## config.mk

```make
export PLATFORM = sky130hd
export DESIGN_NAME = ace_axi_bus_adapter
export DESIGN_NICKNAME = d
export VERILOG_FILES = /design/src/rtl/ace_axi_bus_adapter.sv
export SDC_FILE = /design/constraint.sdc
export NUM_CORES = 1
export LEC_CHECK = 0
export ABC_AREA = 0
export ABC_CLOCK_PERIOD_IN_PS = 6550
export CAP_MARGIN = 20
export CORE_AREA = 2 2 305 307
export CTS_BUF_LIST = sky130_fd_sc_hd__clkbuf_16
export DETAILED_ROUTE_END_ITERATION = 16
export DIE_AREA = 0 0 307 309
export PLACE_DENSITY = 0.38
export RECOVER_POWER = 50
export SLEW_MARGIN = 0
export SYNTH_ARGS = -nofsm -noshare
export SYNTH_HDL_FRONTEND = slang
export SYNTH_SLANG_ARGS = --single-unit
```

## constraint.sdc

```tcl
create_clock -name clk_i -period 6.55 [get_ports clk_i]
set_clock_uncertainty 0.15 [all_clocks]
set_input_delay 1.31 -clock clk_i [delete_from_list [all_inputs] [get_ports clk_i]]
set_output_delay 1.31 -clock clk_i [all_outputs]
set_load 0.005 [all_outputs]
```

## src/rtl/ace_axi_bus_adapter.sv

```systemverilog
//==============================================================================
// Module   : ace_axi_bus_adapter (with package ace_axi_pkg)
// Purpose  : Bridges one ACE slave port onto one plain AXI4 master port.
//            ACE-only request fields are stripped, read responses are
//            zero-extended to the 4-bit ACE RRESP, outstanding reads/writes
//            are tracked until RACK/WACK, and barrier transactions are
//            answered locally without reaching the downstream fabric.
// Ports    : clk_i      - clock
//            rst_ni     - asynchronous reset, active low
//            slv_req_i  - ACE request (AW/W/AR, b_ready, r_ready, rack, wack)
//            slv_resp_o - ACE response (AW/W/AR readies, B, R)
//            mst_req_o  - AXI4 request towards memory
//            mst_resp_i - AXI4 response from memory
// Revision : 1.0 - initial release
//==============================================================================
`default_nettype none

package ace_axi_pkg;
    localparam int unsigned ADDR_WIDTH = 64;
    localparam int unsigned DATA_WIDTH = 64;
    localparam int unsigned ID_WIDTH   = 4;
    localparam int unsigned USER_WIDTH = 5;
    localparam int unsigned STRB_WIDTH = DATA_WIDTH / 8;

    typedef logic [ID_WIDTH-1:0]   id_t;
    typedef logic [ADDR_WIDTH-1:0] addr_t;
    typedef logic [DATA_WIDTH-1:0] data_t;
    typedef logic [STRB_WIDTH-1:0] strb_t;
    typedef logic [USER_WIDTH-1:0] user_t;

    typedef struct packed {
        id_t        id;
        addr_t      addr;
        logic [7:0] len;
        logic [2:0] size;
        logic [1:0] burst;
        logic       lock;
        logic [3:0] cache;
        logic [2:0] prot;
        logic [3:0] qos;
        logic [3:0] region;
        logic [5:0] atop;
        user_t      user;
    } axi_aw_chan_t;

    typedef struct packed {
        id_t        id;
        addr_t      addr;
        logic [7:0] len;
        logic [2:0] size;
        logic [1:0] burst;
        logic       lock;
        logic [3:0] cache;
        logic [2:0] prot;
        logic [3:0] qos;
        logic [3:0] region;
        user_t      user;
    } axi_ar_chan_t;

    typedef struct packed {
        data_t data;
        strb_t strb;
        logic  last;
        user_t user;
    } axi_w_chan_t;

    typedef struct packed {
        id_t        id;
        logic [1:0] resp;
        user_t      user;
    } axi_b_chan_t;

    typedef struct packed {
        id_t        id;
        data_t      data;
        logic [1:0] resp;
        logic       last;
        user_t      user;
    } axi_r_chan_t;

    typedef struct packed {
        id_t        id;
        addr_t      addr;
        logic [7:0] len;
        logic [2:0] size;
        logic [1:0] burst;
        logic       lock;
        logic [3:0] cache;
        logic [2:0] prot;
        logic [3:0] qos;
        logic [3:0] region;
        user_t      user;
        logic [2:0] snoop;
        logic [1:0] bar;
        logic [1:0] domain;
        logic       awunique;
    } ace_aw_chan_t;

    typedef struct packed {
        id_t        id;
        addr_t      addr;
        logic [7:0] len;
        logic [2:0] size;
        logic [1:0] burst;
        logic       lock;
        logic [3:0] cache;
        logic [2:0] prot;
        logic [3:0] qos;
        logic [3:0] region;
        user_t      user;
        logic [3:0] snoop;
        logic [1:0] bar;
        logic [1:0] domain;
    } ace_ar_chan_t;

    typedef struct packed {
        id_t        id;
        data_t      data;
        logic [3:0] resp;
        logic       last;
        user_t      user;
    } ace_r_chan_t;

    typedef struct packed {
        ace_aw_chan_t aw;
        logic         aw_valid;
        axi_w_chan_t  w;
        logic         w_valid;
        logic         b_ready;
        ace_ar_chan_t ar;
        logic         ar_valid;
        logic         r_ready;
        logic         rack;
        logic         wack;
    } ace_req_t;

    typedef struct packed {
        logic        aw_ready;
        logic        ar_ready;
        logic        w_ready;
        logic        b_valid;
        axi_b_chan_t b;
        logic        r_valid;
        ace_r_chan_t r;
    } ace_resp_t;

    typedef struct packed {
        axi_aw_chan_t aw;
        logic         aw_valid;
        axi_w_chan_t  w;
        logic         w_valid;
        logic         b_ready;
        axi_ar_chan_t ar;
        logic         ar_valid;
        logic         r_ready;
    } axi_req_t;

    typedef struct packed {
        logic        aw_ready;
        logic        ar_ready;
        logic        w_ready;
        logic        b_valid;
        axi_b_chan_t b;
        logic        r_valid;
        axi_r_chan_t r;
    } axi_resp_t;
endpackage

module ace_axi_bus_adapter
    import ace_axi_pkg::*;
#(
    parameter int unsigned MAX_RD_TXNS = 8,
    parameter int unsigned MAX_WR_TXNS = 8
) (
    input  logic      clk_i,
    input  logic      rst_ni,
    input  ace_req_t  slv_req_i,
    output ace_resp_t slv_resp_o,
    output axi_req_t  mst_req_o,
    input  axi_resp_t mst_resp_i
);

    localparam int unsigned c_RD_CNT_W = $clog2(MAX_RD_TXNS + 1);
    localparam int unsigned c_WR_CNT_W = $clog2(MAX_WR_TXNS + 1);
    localparam logic [c_RD_CNT_W-1:0] c_RD_MAX = c_RD_CNT_W'(MAX_RD_TXNS);
    localparam logic [c_WR_CNT_W-1:0] c_WR_MAX = c_WR_CNT_W'(MAX_WR_TXNS);
    localparam logic [c_RD_CNT_W-1:0] c_RD_ONE = c_RD_CNT_W'(1);
    localparam logic [c_WR_CNT_W-1:0] c_WR_ONE = c_WR_CNT_W'(1);

    logic [c_RD_CNT_W-1:0] r_rd_cnt;
    logic [c_WR_CNT_W-1:0] r_wr_cnt;

    // Local barrier response slots. The lock bit keeps a local beat on the
    // bus once it has been presented, so VALID never drops before READY even
    // if a downstream beat shows up in the meantime.
    logic r_rslot_valid;
    logic r_rslot_lock;
    id_t  r_rslot_id;
    logic r_bslot_valid;
    logic r_bslot_lock;
    id_t  r_bslot_id;

    logic w_ar_bar;
    logic w_aw_bar;
    logic w_rd_room;
    logic w_wr_room;
    logic w_ar_ready;
    logic w_aw_ready;
    logic w_ar_hs;
    logic w_aw_hs;
    logic w_rd_dec;
    logic w_wr_dec;
    logic w_r_local;
    logic w_b_local;

    assign w_ar_bar  = slv_req_i.ar.bar[0];
    assign w_aw_bar  = slv_req_i.aw.bar[0];
    assign w_rd_room = (r_rd_cnt < c_RD_MAX);
    assign w_wr_room = (r_wr_cnt < c_WR_MAX);

    // Barriers wait until everything before them is acknowledged and the
    // previous local response has been consumed.
    assign w_ar_ready = w_ar_bar ? ((r_rd_cnt == '0) && !r_rslot_valid)
                                 : (mst_resp_i.ar_ready && w_rd_room);
    assign w_aw_ready = w_aw_bar ? ((r_wr_cnt == '0) && !r_bslot_valid)
                                 : (mst_resp_i.aw_ready && w_wr_room);

    assign w_ar_hs  = slv_req_i.ar_valid && w_ar_ready;
    assign w_aw_hs  = slv_req_i.aw_valid && w_aw_ready;
    assign w_rd_dec = slv_req_i.rack && (r_rd_cnt != '0);
    assign w_wr_dec = slv_req_i.wack && (r_wr_cnt != '0);

    // Downstream beats win unless a local beat is already on the bus.
    assign w_r_local = r_rslot_valid && (r_rslot_lock || !mst_resp_i.r_valid);
    assign w_b_local = r_bslot_valid && (r_bslot_lock || !mst_resp_i.b_valid);

    always_ff @(posedge clk_i or negedge rst_ni) begin
        if (!rst_ni) begin
            r_rd_cnt <= '0;
            r_wr_cnt <= '0;
        end else begin
            if (w_ar_hs && !w_rd_dec) begin
                r_rd_cnt <= r_rd_cnt + c_RD_ONE;
            end else if (!w_ar_hs && w_rd_dec) begin
                r_rd_cnt <= r_rd_cnt - c_RD_ONE;
            end
            if (w_aw_hs && !w_wr_dec) begin
                r_wr_cnt <= r_wr_cnt + c_WR_ONE;
            end else if (!w_aw_hs && w_wr_dec) begin
                r_wr_cnt <= r_wr_cnt - c_WR_ONE;
            end
        end
    end

    always_ff @(posedge clk_i or negedge rst_ni) begin
        if (!rst_ni) begin
            r_rslot_valid <= 1'b0;
            r_rslot_lock  <= 1'b0;
            r_rslot_id    <= '0;
            r_bslot_valid <= 1'b0;
            r_bslot_lock  <= 1'b0;
            r_bslot_id    <= '0;
        end else begin
            if (w_ar_hs && w_ar_bar) begin
                r_rslot_valid <= 1'b1;
                r_rslot_id    <= slv_req_i.ar.id;
            end else if (w_r_local && slv_req_i.r_ready) begin
                r_rslot_valid <= 1'b0;
                r_rslot_lock  <= 1'b0;
            end else if (w_r_local) begin
                r_rslot_lock  <= 1'b1;
            end

            if (w_aw_hs && w_aw_bar) begin
                r_bslot_valid <= 1'b1;
                r_bslot_id    <= slv_req_i.aw.id;
            end else if (w_b_local && slv_req_i.b_ready) begin
                r_bslot_valid <= 1'b0;
                r_bslot_lock  <= 1'b0;
            end else if (w_b_local) begin
                r_bslot_lock  <= 1'b1;
            end
        end
    end

    always_comb begin
        mst_req_o  = '0;
        slv_resp_o = '0;

        // AR: ACE-only fields (snoop, domain, bar) are simply not copied.
        mst_req_o.ar.id     = slv_req_i.ar.id;
        mst_req_o.ar.addr   = slv_req_i.ar.addr;
        mst_req_o.ar.len    = slv_req_i.ar.len;
        mst_req_o.ar.size   = slv_req_i.ar.size;
        mst_req_o.ar.burst  = slv_req_i.ar.burst;
        mst_req_o.ar.lock   = slv_req_i.ar.lock;
        mst_req_o.ar.cache  = slv_req_i.ar.cache;
        mst_req_o.ar.prot   = slv_req_i.ar.prot;
        mst_req_o.ar.qos    = slv_req_i.ar.qos;
        mst_req_o.ar.region = slv_req_i.ar.region;
        mst_req_o.ar.user   = slv_req_i.ar.user;
        mst_req_o.ar_valid  = slv_req_i.ar_valid && !w_ar_bar && w_rd_room;
        slv_resp_o.ar_ready = w_ar_ready;

        // AW: atop stays at its zero default.
        mst_req_o.aw.id     = slv_req_i.aw.id;
        mst_req_o.aw.addr   = slv_req_i.aw.addr;
        mst_req_o.aw.len    = slv_req_i.aw.len;
        mst_req_o.aw.size   = slv_req_i.aw.size;
        mst_req_o.aw.burst  = slv_req_i.aw.burst;
        mst_req_o.aw.lock   = slv_req_i.aw.lock;
        mst_req_o.aw.cache  = slv_req_i.aw.cache;
        mst_req_o.aw.prot   = slv_req_i.aw.prot;
        mst_req_o.aw.qos    = slv_req_i.aw.qos;
        mst_req_o.aw.region = slv_req_i.aw.region;
        mst_req_o.aw.user   = slv_req_i.aw.user;
        mst_req_o.aw_valid  = slv_req_i.aw_valid && !w_aw_bar && w_wr_room;
        slv_resp_o.aw_ready = w_aw_ready;

        mst_req_o.w        = slv_req_i.w;
        mst_req_o.w_valid  = slv_req_i.w_valid;
        slv_resp_o.w_ready = mst_resp_i.w_ready;

        if (w_r_local) begin
            slv_resp_o.r_valid = 1'b1;
            slv_resp_o.r.id    = r_rslot_id;
            slv_resp_o.r.last  = 1'b1;
            mst_req_o.r_ready  = 1'b0;
        end else begin
            slv_resp_o.r_valid = mst_resp_i.r_valid;
            slv_resp_o.r.id    = mst_resp_i.r.id;
            slv_resp_o.r.data  = mst_resp_i.r.data;
            slv_resp_o.r.resp  = {2'b00, mst_resp_i.r.resp};
            slv_resp_o.r.last  = mst_resp_i.r.last;
            slv_resp_o.r.user  = mst_resp_i.r.user;
            mst_req_o.r_ready  = slv_req_i.r_ready;
        end

        if (w_b_local) begin
            slv_resp_o.b_valid = 1'b1;
            slv_resp_o.b.id    = r_bslot_id;
            mst_req_o.b_ready  = 1'b0;
        end else begin
            slv_resp_o.b_valid = mst_resp_i.b_valid;
            slv_resp_o.b       = mst_resp_i.b;
            mst_req_o.b_ready  = slv_req_i.b_ready;
        end
    end

endmodule

`default_nettype wire

```

==> impl_metrics.tcl, run 1 <==
set metrics [dict create \
    synth.distinct_cells 33 \
    antenna_found_initial 34 \
    max_freq_ghz 0.1978 \
    mostFrequentLayoutCells "clkdlybuf4s50_1 (207), and2_1 (84), dfrtp_1 (20)" \
    grt_max_degree 74 \
    wl_per_cell_um 18.97 \
    cts.sinks 20 \
    finalHoldViolCount 0 \
    dpl.hpwl_um 26880 \
    peakVddDrop_uv 102.2 \
    timing.slew.headroom_pct 3.099 \
    cp_data_arrival_time_ps 3600 \
    slew_violations 0 \
    yosysSeqAreaShare_pct 12.38 \
    cap_violations 0 \
    p_leak_nw 1.628 \
    grt_setup_unrepaired "no" \
    overflow 0 \
    r2r-start "r_rd_cnt[0]" \
    clk_pin_slew_ps 70 \
    gp_congestion 0.7488 \
    grt_use_total_pct 6.019 \
    ctsHoldBuffers 0 \
    min_period_ps 5055 \
    setup_viol 0 \
    worst_pin_slew_ps 1454 \
    pre_cts_ws_ps 1469 \
    comb_power_share_pct 68.3 \
    multiInputGateArea_um2 1274 \
    synth_compound_area_share_pct 3.714 \
    io_buffers 211 \
    insertion_delay_ps 270 \
    p_sw_share_pct 40.06 \
    num-fill-cells 10750 \
    cts_inserted_buffers 3 \
    worst-r2r-cell-count 9 \
    grt_pass1_wl_um 36070 \
    cp.required_ps 5090 \
    viasPerCell 1.855 \
    synth_xor_xnor_area_share_pct 0.8666 \
    clockRootBuffer "clkbuf_16" \
    synth_edf_count 0 \
    area_growth_pct 36.86 \
    dr.pass1.iters 4 \
    final_common_cell "clkdlybuf4s50_1" \
    ys_ff_latch 20 \
    num_rows 111 \
    r2r-end "r_rd_cnt[3]" \
    finalSetupTns_ps 0 \
    utilization_pct 6.054 \
    synth.avg_cell_area_um2 8.134 \
    synth_warnings 0 \
    vias 2984 \
    core_um2 91390 \
    p_sw_w 0.0005446 \
    die_w_um 307 \
    p_clk_share_pct 13.1 \
    rrSetupSlack_ps 3630 \
    wl_um 30520 \
    synth_top_family_by_area "buffers and inverters" \
    post_cts_buffers 0 \
    synthCells 497 \
    cts_tree "built" \
    worstSetupPathType "input port to primary output" \
    cp-endpoint "slv_resp_o[36]" \
    ant_nets 0 \
    nets 826 \
    synthAdderAreaFrac_pct 2.847 \
    regArea_um2 500.5 \
    drive_gt1_share_pct 4.785 \
    die_h_um 309 \
    drt_iter0_drc 106 \
    htree_levels 1 \
    hold_path_class "flop to flop" \
    start_kind "input port" \
    synth_ff_type "dfrtp_1" \
    route.detailed.drc 0 \
    first_global_vias 3213 \
    post_cts_resized 0 \
    seqPwrFrac_pct 18.6 \
    muxShareOfSynthArea_pct 5.788 \
    cts_max_path_buffers 2 \
    status "completed" \
    powerDensity_nw_per_um2 245.7 \
    ys_async_sr_fraction_pct 100.0 \
    netlist_area_um2 4043 \
    p_int_w 0.0008148 \
    cp_max_fo 73 \
    synthSimpleGateAreaFrac_pct 18.11 \
    post-route-period-util_pct 77.18 \
    start_util_pct 4.424 \
    boundaryPins 786 \
    end_kind "primary output" \
    setup_ws_ps 1495 \
    cp-startpoint "mst_resp_i[76]" \
    dieArea_um2 94860 \
]
## critical path, stage by stage
cell             delay, ps
dlygate4sd3_1          520
inv_1                  100
o21ai_4                140
buf_4                  570
and2_1                 240
clkdlybuf4s50_1        690
## worst min path at each step
| stage | start | endpoint | depth (start not counted) |
|---|---|---|---|
| after floorplan | r_rslot_id[0] | r_rslot_id[0] | 1 |
| after global placement | r_rslot_id[3] | r_rslot_id[3] | 1 |
| after detailed placement | r_bslot_id[3] | r_bslot_id[3] | 1 |
| after CTS | r_bslot_id[3] | r_bslot_id[3] | 1 |
| after global routing | r_bslot_id[1] | r_bslot_id[1] | 1 |
| final | r_bslot_id[3] | r_bslot_id[3] | 1 |
## flip-flops by register name, indices dropped and copies added (netlist names)
name / count
r_wr_cnt: 4
r_rslot_id: 4
r_rd_cnt: 4
r_rslot_lock: 1
r_bslot_id: 4
r_bslot_valid: 1
r_bslot_lock: 1
r_rslot_valid: 1
## cells in the mapped netlist (3+ instances only)
cell type | instances | area [µm²]
buf_4 | 294 | 2207
and2_1 | 84 | 525.5
dfrtp_1 | 20 | 500.5
mux2_2 | 11 | 123.9
clkbuf_1 | 9 | 33.78
mux2_1 | 8 | 90.09
inv_1 | 7 | 26.28
a21oi_1 | 6 | 30.03
ha_1 | 6 | 75.07
nand2_1 | 6 | 22.52
nand3_1 | 4 | 20.02
o211ai_1 | 4 | 30.03
xnor2_1 | 4 | 35.03
nand2b_1 | 3 | 18.77
## power groups by stage
| stage | clock network (W) | logic, W | registers, W |
|---|---|---|---|
| 2_1_floorplan | 0 | 0.000530 | 0.000240 |
| 3_3_place_gp | 0 | 0.000966 | 0.000254 |
| 3_5_place_dp | 0 | 0.000966 | 0.000257 |
| 4_1_cts | 0.000192 | 0.000979 | 0.000254 |
| 5_1_grt | 0.000193 | 0.00103 | 0.000264 |
| 6_report | 0.000178 | 0.000928 | 0.000253 |
## cells by family (layout without fill, tap and decap cells)
group,Yosys count,after routing
other,1,13
buffers and inverters,311,225
adders and majority gates,8,8
muxes,21,21
and+or+nand+nor,111,111
AOI/OAI and AO/OA,21,21
DFF,20,20
xor gates and xnor gates,4,4
## metrics by stage
stage | area, µm² | std cells | hold slack, ps | total power [W]
3_3_place_gp | 5449 | 1600 | 324.1 | 0.001221
3_5_place_dp | 5449 | 1600 | 328.9 | 0.001223
4_1_cts | 5554 | 1604 | 348.0 | 0.001425
2_1_floorplan | 4069 | 504 | 308.5 | 0.0007697
6_report | 5533 | 1609 | 336.3 | 0.001359
5_1_grt | 5520 | 1604 | 360.2 | 0.001490
## cell type report
| cell class | instances | share of cell area [%] |
|---|---|---|
| Sequential cell | 20 | 9.046 |
| Multi-Input combinational cell | 173 | 23.02 |
| Tap cell | 1186 | 26.82 |
| Inverter | 7 | 0.4749 |
| Clock buffer | 3 | 1.357 |
| Clock inverter | 1 | 0.5427 |
| Timing Repair Buffer | 214 | 38.51 |
| Antenna cell | 5 | 0.2261 |
## routing by layer
| layer | track usage (%) | share of wire (%) | up-vias |
|---|---|---|---|
| met5 | 0 | 0.71 | - |
| met2 | 6.545 | 32 | 417 |
| met4 | 2.133 | 3.8 | 34 |
| li1 | - | - | 1110 |
| met1 | 6.799 | 38 | 1288 |
| met3 | 7.207 | 26 | 135 |
Power figures use the tool's default switching activity.
==> run 2, diff against run 1 <==
--- a/config.mk
+++ b/config.mk
@@ -6,12 +6,12 @@
 export NUM_CORES = 1
 export LEC_CHECK = 0
 export ABC_AREA = 0
-export ABC_CLOCK_PERIOD_IN_PS = 6550
+export ABC_CLOCK_PERIOD_IN_PS = 4700
 export CAP_MARGIN = 20
-export CORE_AREA = 2 2 305 307
+export CORE_AREA = 2 2 310 312
 export CTS_BUF_LIST = sky130_fd_sc_hd__clkbuf_16
 export DETAILED_ROUTE_END_ITERATION = 16
-export DIE_AREA = 0 0 307 309
+export DIE_AREA = 0 0 312 314
 export PLACE_DENSITY = 0.38
 export RECOVER_POWER = 50
 export SLEW_MARGIN = 0
==> constraint.sdc (replaced) <==
create_clock -name clk_i -period 4.7 [get_ports clk_i]
set_clock_uncertainty 0.15 [all_clocks]
set_input_delay 0.94 -clock clk_i [delete_from_list [all_inputs] [get_ports clk_i]]
set_output_delay 0.94 -clock clk_i [all_outputs]
set_load 0.005 [all_outputs]
==> run 2 against run 1 <==
Total power up 34%. First-iteration DRC count up 25%. The run now ends with capacitance limit, slew limit left. Register-to-register slack worse by 1900 ps. Via count up 2.2%. Final cell count up 4.8%. Hold slack better by 1.0 ps. Count of clock-buffer cells in the layout unchanged. Sequential power up 40%. Sequential share of layout area down 0.23 points. Critical path depth unchanged.
==> impl_metrics.tcl, run 2 (same netlist as run 1, synthesis figures left out) <==
set metrics [dict create \
    status "complete, but fails checks" \
    violations "capacitance limit, slew limit" \
    worstSetupPathType "input port to primary output" \
    finalSetupTns_ps 0 \
    start_util_pct 4.280 \
    gp_congestion 0.6281 \
    num_rows 113 \
    antenna_found_initial 30 \
    cts_tree "built" \
    seqPwrFrac_pct 19.4 \
    wl_per_cell_um 20.15 \
    grt_max_degree 74 \
    hold_depth 1 \
    r2r-end "r_rd_cnt[3]" \
    cts.sinks 20 \
    peakVddDrop_uv 153.0 \
    htree_levels 1 \
    p_leak_nw 1.646 \
    comb_power_share_pct 69.7 \
    drive_gt1_share_pct 6.715 \
    core_um2 94450 \
    p_sw_share_pct 39.43 \
    hold_start "r_rslot_id[2]" \
    die_w_um 312 \
    first_global_vias 3158 \
    power_w 0.001824 \
    clockRootBuffer "clkbuf_16" \
    grt_setup_unrepaired "no" \
    die_h_um 314 \
    setup_viol 0 \
    min_period_ps 3993 \
    cp_common_cell "clkdlybuf4s50_1" \
    max_freq_ghz 0.2504 \
    hold_end "r_rslot_id[2]" \
    r2r-start "r_rd_cnt[0]" \
    dieArea_um2 97970 \
    crit_chain "clkdlybuf4s50_1 -> inv_1 -> o21ai_0 -> buf_4 -> mux2_2 -> clkdlybuf4s50_1" \
    cp.required_ps 3610 \
    cap_violations 1 \
    crit_path_max_incr_delay_ps 470 \
    viasPerCell 1.808 \
    worst_pin_slew_ps 1517 \
    cpMaxStageDelayCell "clkdlybuf4s50_1" \
    rrSetupSlack_ps 1710 \
    boundaryPins 786 \
    vias 3050 \
    area_growth_pct 40.42 \
    drt_iter0_drc 133 \
    worst-r2r-cell-count 9 \
    slew_violations 21 \
    p_sw_w 0.0007190 \
    timing.slew.headroom_pct -1.115 \
    final_common_cell "clkdlybuf4s50_1" \
    post_cts_buffers 0 \
    end_kind "primary output" \
    p_clk_share_pct 10.9 \
    hold_path_class "flop to flop" \
    powerDensity_nw_per_um2 321.2 \
    dpl.hpwl_um 30230 \
    post-route-period-util_pct 84.96 \
    route.detailed.drc 0 \
    start_kind "input port" \
    dr.pass1.iters 4 \
    cts_max_path_buffers 2 \
    grt_pass1_wl_um 39590 \
    nets 826 \
    grt_use_total_pct 6.529 \
    overflow 0 \
    p_int_w 0.001105 \
    mostFrequentLayoutCells "clkdlybuf4s50_1 (202), and2_1 (84), dfrtp_1 (20)" \
    clk_pin_slew_ps 70 \
    insertion_delay_ps 270 \
    cp_data_arrival_time_ps 2900 \
    num-fill-cells 11230 \
    post_cts_resized 0 \
    ctsHoldBuffers 0 \
    io_buffers 211 \
    cp_max_fo 11 \
    finalHoldViolCount 0 \
    wl_um 33990 \
    cts_inserted_buffers 3 \
    ant_nets 0 \
]
run 2: critical path, delay by kind of cell:
kind,cells,cell delay [ps]
AOI/OAI and AO/OA,1,370
buffers and inverters,4,1240
muxes,1,350
run 2: power groups by stage:
stage	combinational (W)	clock (W)	sequential, W
after CTS	0.00133	0.000220	0.000356
after detailed placement	0.00132	0	0.000359
final	0.00127	0.000199	0.000355
after global placement	0.00131	0	0.000353
after floorplan	0.000738	0	0.000334
after global routing	0.00140	0.000222	0.000370
run 2: how the worst max path moves through the flow:
| stage | slack (ps) | start | endpoint |
|---|---|---|---|
| finish | 710 | mst_resp_i[88] | slv_resp_o[88] |
| global route | 580 | mst_resp_i[88] | slv_resp_o[88] |
| detailed placement | 790 | mst_resp_i[76] | slv_resp_o[43] |
| CTS | 790 | mst_resp_i[76] | slv_resp_o[43] |
| global placement | 800 | mst_resp_i[76] | slv_resp_o[43] |
| floorplan | 1780 | mst_resp_i[88] | slv_resp_o[89] |
run 2: metrics by stage:
stage               hold WS (ps)  cell area (µm²)  utilization (%)  setup WS [ps]  std cells
finish                     337.3             5677            6.011          706.8       1687
global route               359.9             5664            5.997          579.9       1682
CTS                        347.2             5668            6.001          786.3       1682
detailed placement         330.0             5593            5.922          789.1       1679
global placement           321.5             5593            5.922          800.2       1679
floorplan                  308.5             4069                -           1784        504
run 2: layout make-up:
| type | instances | area [µm²] | share of cell area, % |
|---|---|---|---|
| repair buffers | 214 | 2176 | 38.33 |
| well taps | 1265 | 1583 | 27.88 |
| multi-input cells | 173 | 1304 | 22.97 |
| flip-flops and latches | 20 | 500.5 | 8.816 |
| clock buffers | 3 | 75.07 | 1.322 |
| inverters | 7 | 26.28 | 0.4629 |
| diodes | 5 | 12.51 | 0.2204 |
run 2: routing by layer:
layer,part of all wire (%),up-vias,track usage (%)
li1,-,1113,-
met1,32,1226,6.082
met2,35,459,8.076
met3,23,222,7.042
met4,9.1,30,4.993
met5,0.57,-,0.1451
==> run 3, diff against run 2 <==
--- a/config.mk
+++ b/config.mk
@@ -6,13 +6,13 @@
 export NUM_CORES = 1
 export LEC_CHECK = 0
 export ABC_AREA = 0
-export ABC_CLOCK_PERIOD_IN_PS = 4700
+export ABC_CLOCK_PERIOD_IN_PS = 3350
 export CAP_MARGIN = 20
-export CORE_AREA = 2 2 310 312
+export CORE_AREA = 2 2 308 310
 export CTS_BUF_LIST = sky130_fd_sc_hd__clkbuf_16
 export DETAILED_ROUTE_END_ITERATION = 16
-export DIE_AREA = 0 0 312 314
-export PLACE_DENSITY = 0.38
+export DIE_AREA = 0 0 310 312
+export PLACE_DENSITY = 0.39
 export RECOVER_POWER = 50
 export SLEW_MARGIN = 0
 export SYNTH_ARGS = -nofsm -noshare
==> constraint.sdc (replaced) <==
create_clock -name clk_i -period 3.35 [get_ports clk_i]
set_clock_uncertainty 0.15 [all_clocks]
set_input_delay 0.67 -clock clk_i [delete_from_list [all_inputs] [get_ports clk_i]]
set_output_delay 0.67 -clock clk_i [all_outputs]
set_load 0.005 [all_outputs]
==> run 3 against run 2 <==
The flow now finishes without violations. Sequential cell count unchanged. Die area is 1.3% lower. Clock power rose by 31%. Sequential power up 41%. Via count is 1.5% lower. Critical path depth stayed put. Design area is 1.4% higher. Hold slack better by 2.2 ps. Global-route usage shrank 0.77 points. Register-to-register slack worse by 1200 ps. Critical endpoint is now slv_resp_o[76]. Largest power group unchanged. Highest routed layer unchanged.
==> impl_metrics.tcl, run 3 (same netlist as run 1, synthesis figures left out) <==
set metrics [dict create \
    post-route-period-util_pct 96.92 \
    finalSetupTns_ps 0 \
    slew_violations 0 \
    dieArea_um2 96720 \
    htree_levels 1 \
    setup_ws_ps 103.3 \
    max_freq_ghz 0.3080 \
    die_w_um 310 \
    layout.cells.non_filler 1688 \
    worstSetupPathType "input port to primary output" \
    area_growth_pct 42.43 \
    route.detailed.drc 0 \
    clockRootBuffer "clkbuf_16" \
    grt_use_total_pct 5.758 \
    first_global_vias 3207 \
    crit_chain "clkdlybuf4s50_1 -> inv_1 -> buf_4 -> o21a_1 -> mux2_2 -> clkdlybuf4s50_1" \
    nets 839 \
    cpMaxStageDelayCell "clkdlybuf4s50_1" \
    vias 3004 \
    pre_cts_ws_ps 79.90 \
    dpl.hpwl_um 27000 \
    timing.slew.headroom_pct 10.84 \
    grt_pass1_wl_um 35340 \
    boundaryPins 786 \
    peakVddDrop_uv 162.9 \
    cts_max_path_buffers 2 \
    crit_path_max_incr_delay_ps 470 \
    ant_nets 0 \
    end_kind "primary output" \
    start_util_pct 4.345 \
    grt_max_degree 30 \
    cap_violations 0 \
    cts_inserted_buffers 3 \
    regArea_um2 500.5 \
    dr.pass1.iters 4 \
    overflow 0 \
    finalHoldViolCount 0 \
    drive_gt1_share_pct 13.02 \
    cts_tree "built" \
    p_leak_nw 1.736 \
    core_um2 93050 \
    path_delay_family "buffers and inverters" \
    wl_um 29850 \
    wl_per_cell_um 17.68 \
    holdWs_ps 339.5 \
    antenna_found_initial 23 \
    num_rows 112 \
    setup_viol 0 \
    final_common_cell "clkdlybuf4s50_1" \
    post_cts_buffers 0 \
    powerDensity_nw_per_um2 457.6 \
    cp_common_cell "clkdlybuf4s50_1" \
    worst_pin_slew_ps 1337 \
    start_kind "input port" \
    gp_congestion 0.6856 \
    insertion_delay_ps 260 \
    min_period_ps 3247 \
    cp.required_ps 2530 \
    cts.sinks 20 \
    cp_data_arrival_time_ps 2430 \
    ctsHoldBuffers 0 \
    multiInputGateArea_um2 1304 \
    io_buffers 211 \
    die_h_um 312 \
    mostFrequentLayoutCells "clkdlybuf4s50_1 (188), and2_1 (84), buf_4 (29)" \
    critPathBufInv 4 \
    hold_path_class "flop to flop" \
    clk_pin_slew_ps 60 \
    grt_setup_unrepaired "no" \
    cp_max_fo 5 \
    fin_area_um2 5758 \
    place_area_um2 5677 \
    place_inst 1681 \
    status "completed" \
    post_cts_resized 0 \
    viasPerCell 1.780 \
    drt_iter0_drc 56 \
    num-fill-cells 11040 \
]
[run 3: cell count changes in the layout (fill, tap and decap cells not counted)]
cell and delta:
o21ai_1 +1, buf_4 +25, buf_12 +3, clkdlybuf4s50_1 -14, diode_2 -1, o21ai_0 -1, dlygate4sd3_1 -1
[run 3: per-layer routing]
metal	global-route usage [%]	wire, µm
met5	0.3464	186
met4	4.502	2696
met3	7.066	8032
met2	6.590	9738
met1	5.208	9192
[run 3: cell type report]
type | instances | share of cell area [%]
tap | 1254 | 27.25
timing repair buffer | 227 | 39.48
inverter | 7 | 0.4563
multi-input combinational | 173 | 22.64
antenna | 4 | 0.1738
sequential | 20 | 8.692
clock buffer | 3 | 1.304
[run 3: power breakdown]
part	internal, W	switching [W]	leakage (nW)
Sequential	0.000362	0.000139	0.247
Combinational	0.00109	0.000788	1.45
Clock	0.000158	0.000102	0.0370
[run 3: path summary, 6_finish.rpt]
check / start / to / slack (ps) / cells past startpoint
max reg2reg: r_rd_cnt[0] / r_rd_cnt[3] / 470 / 9
max in group asynchronous: rst_ni / r_wr_cnt[3] / 1170 / 2
min reg2reg: r_rslot_id[2] / r_rslot_id[2] / 340 / 1
max: mst_resp_i[76] / slv_resp_o[76] / 100 / 6
min in group asynchronous: rst_ni / r_rslot_valid / 1090 / 2
min: r_rslot_id[2] / r_rslot_id[2] / 340 / 1
[run 3: through the flow]
step / util, % / total power [W]
floorplan: - / 0.001505
global placement: 6.101 / 0.002407
detailed placement: 6.101 / 0.002431
CTS: 6.181 / 0.002724
global route: 6.180 / 0.002897
finish: 6.188 / 0.002635
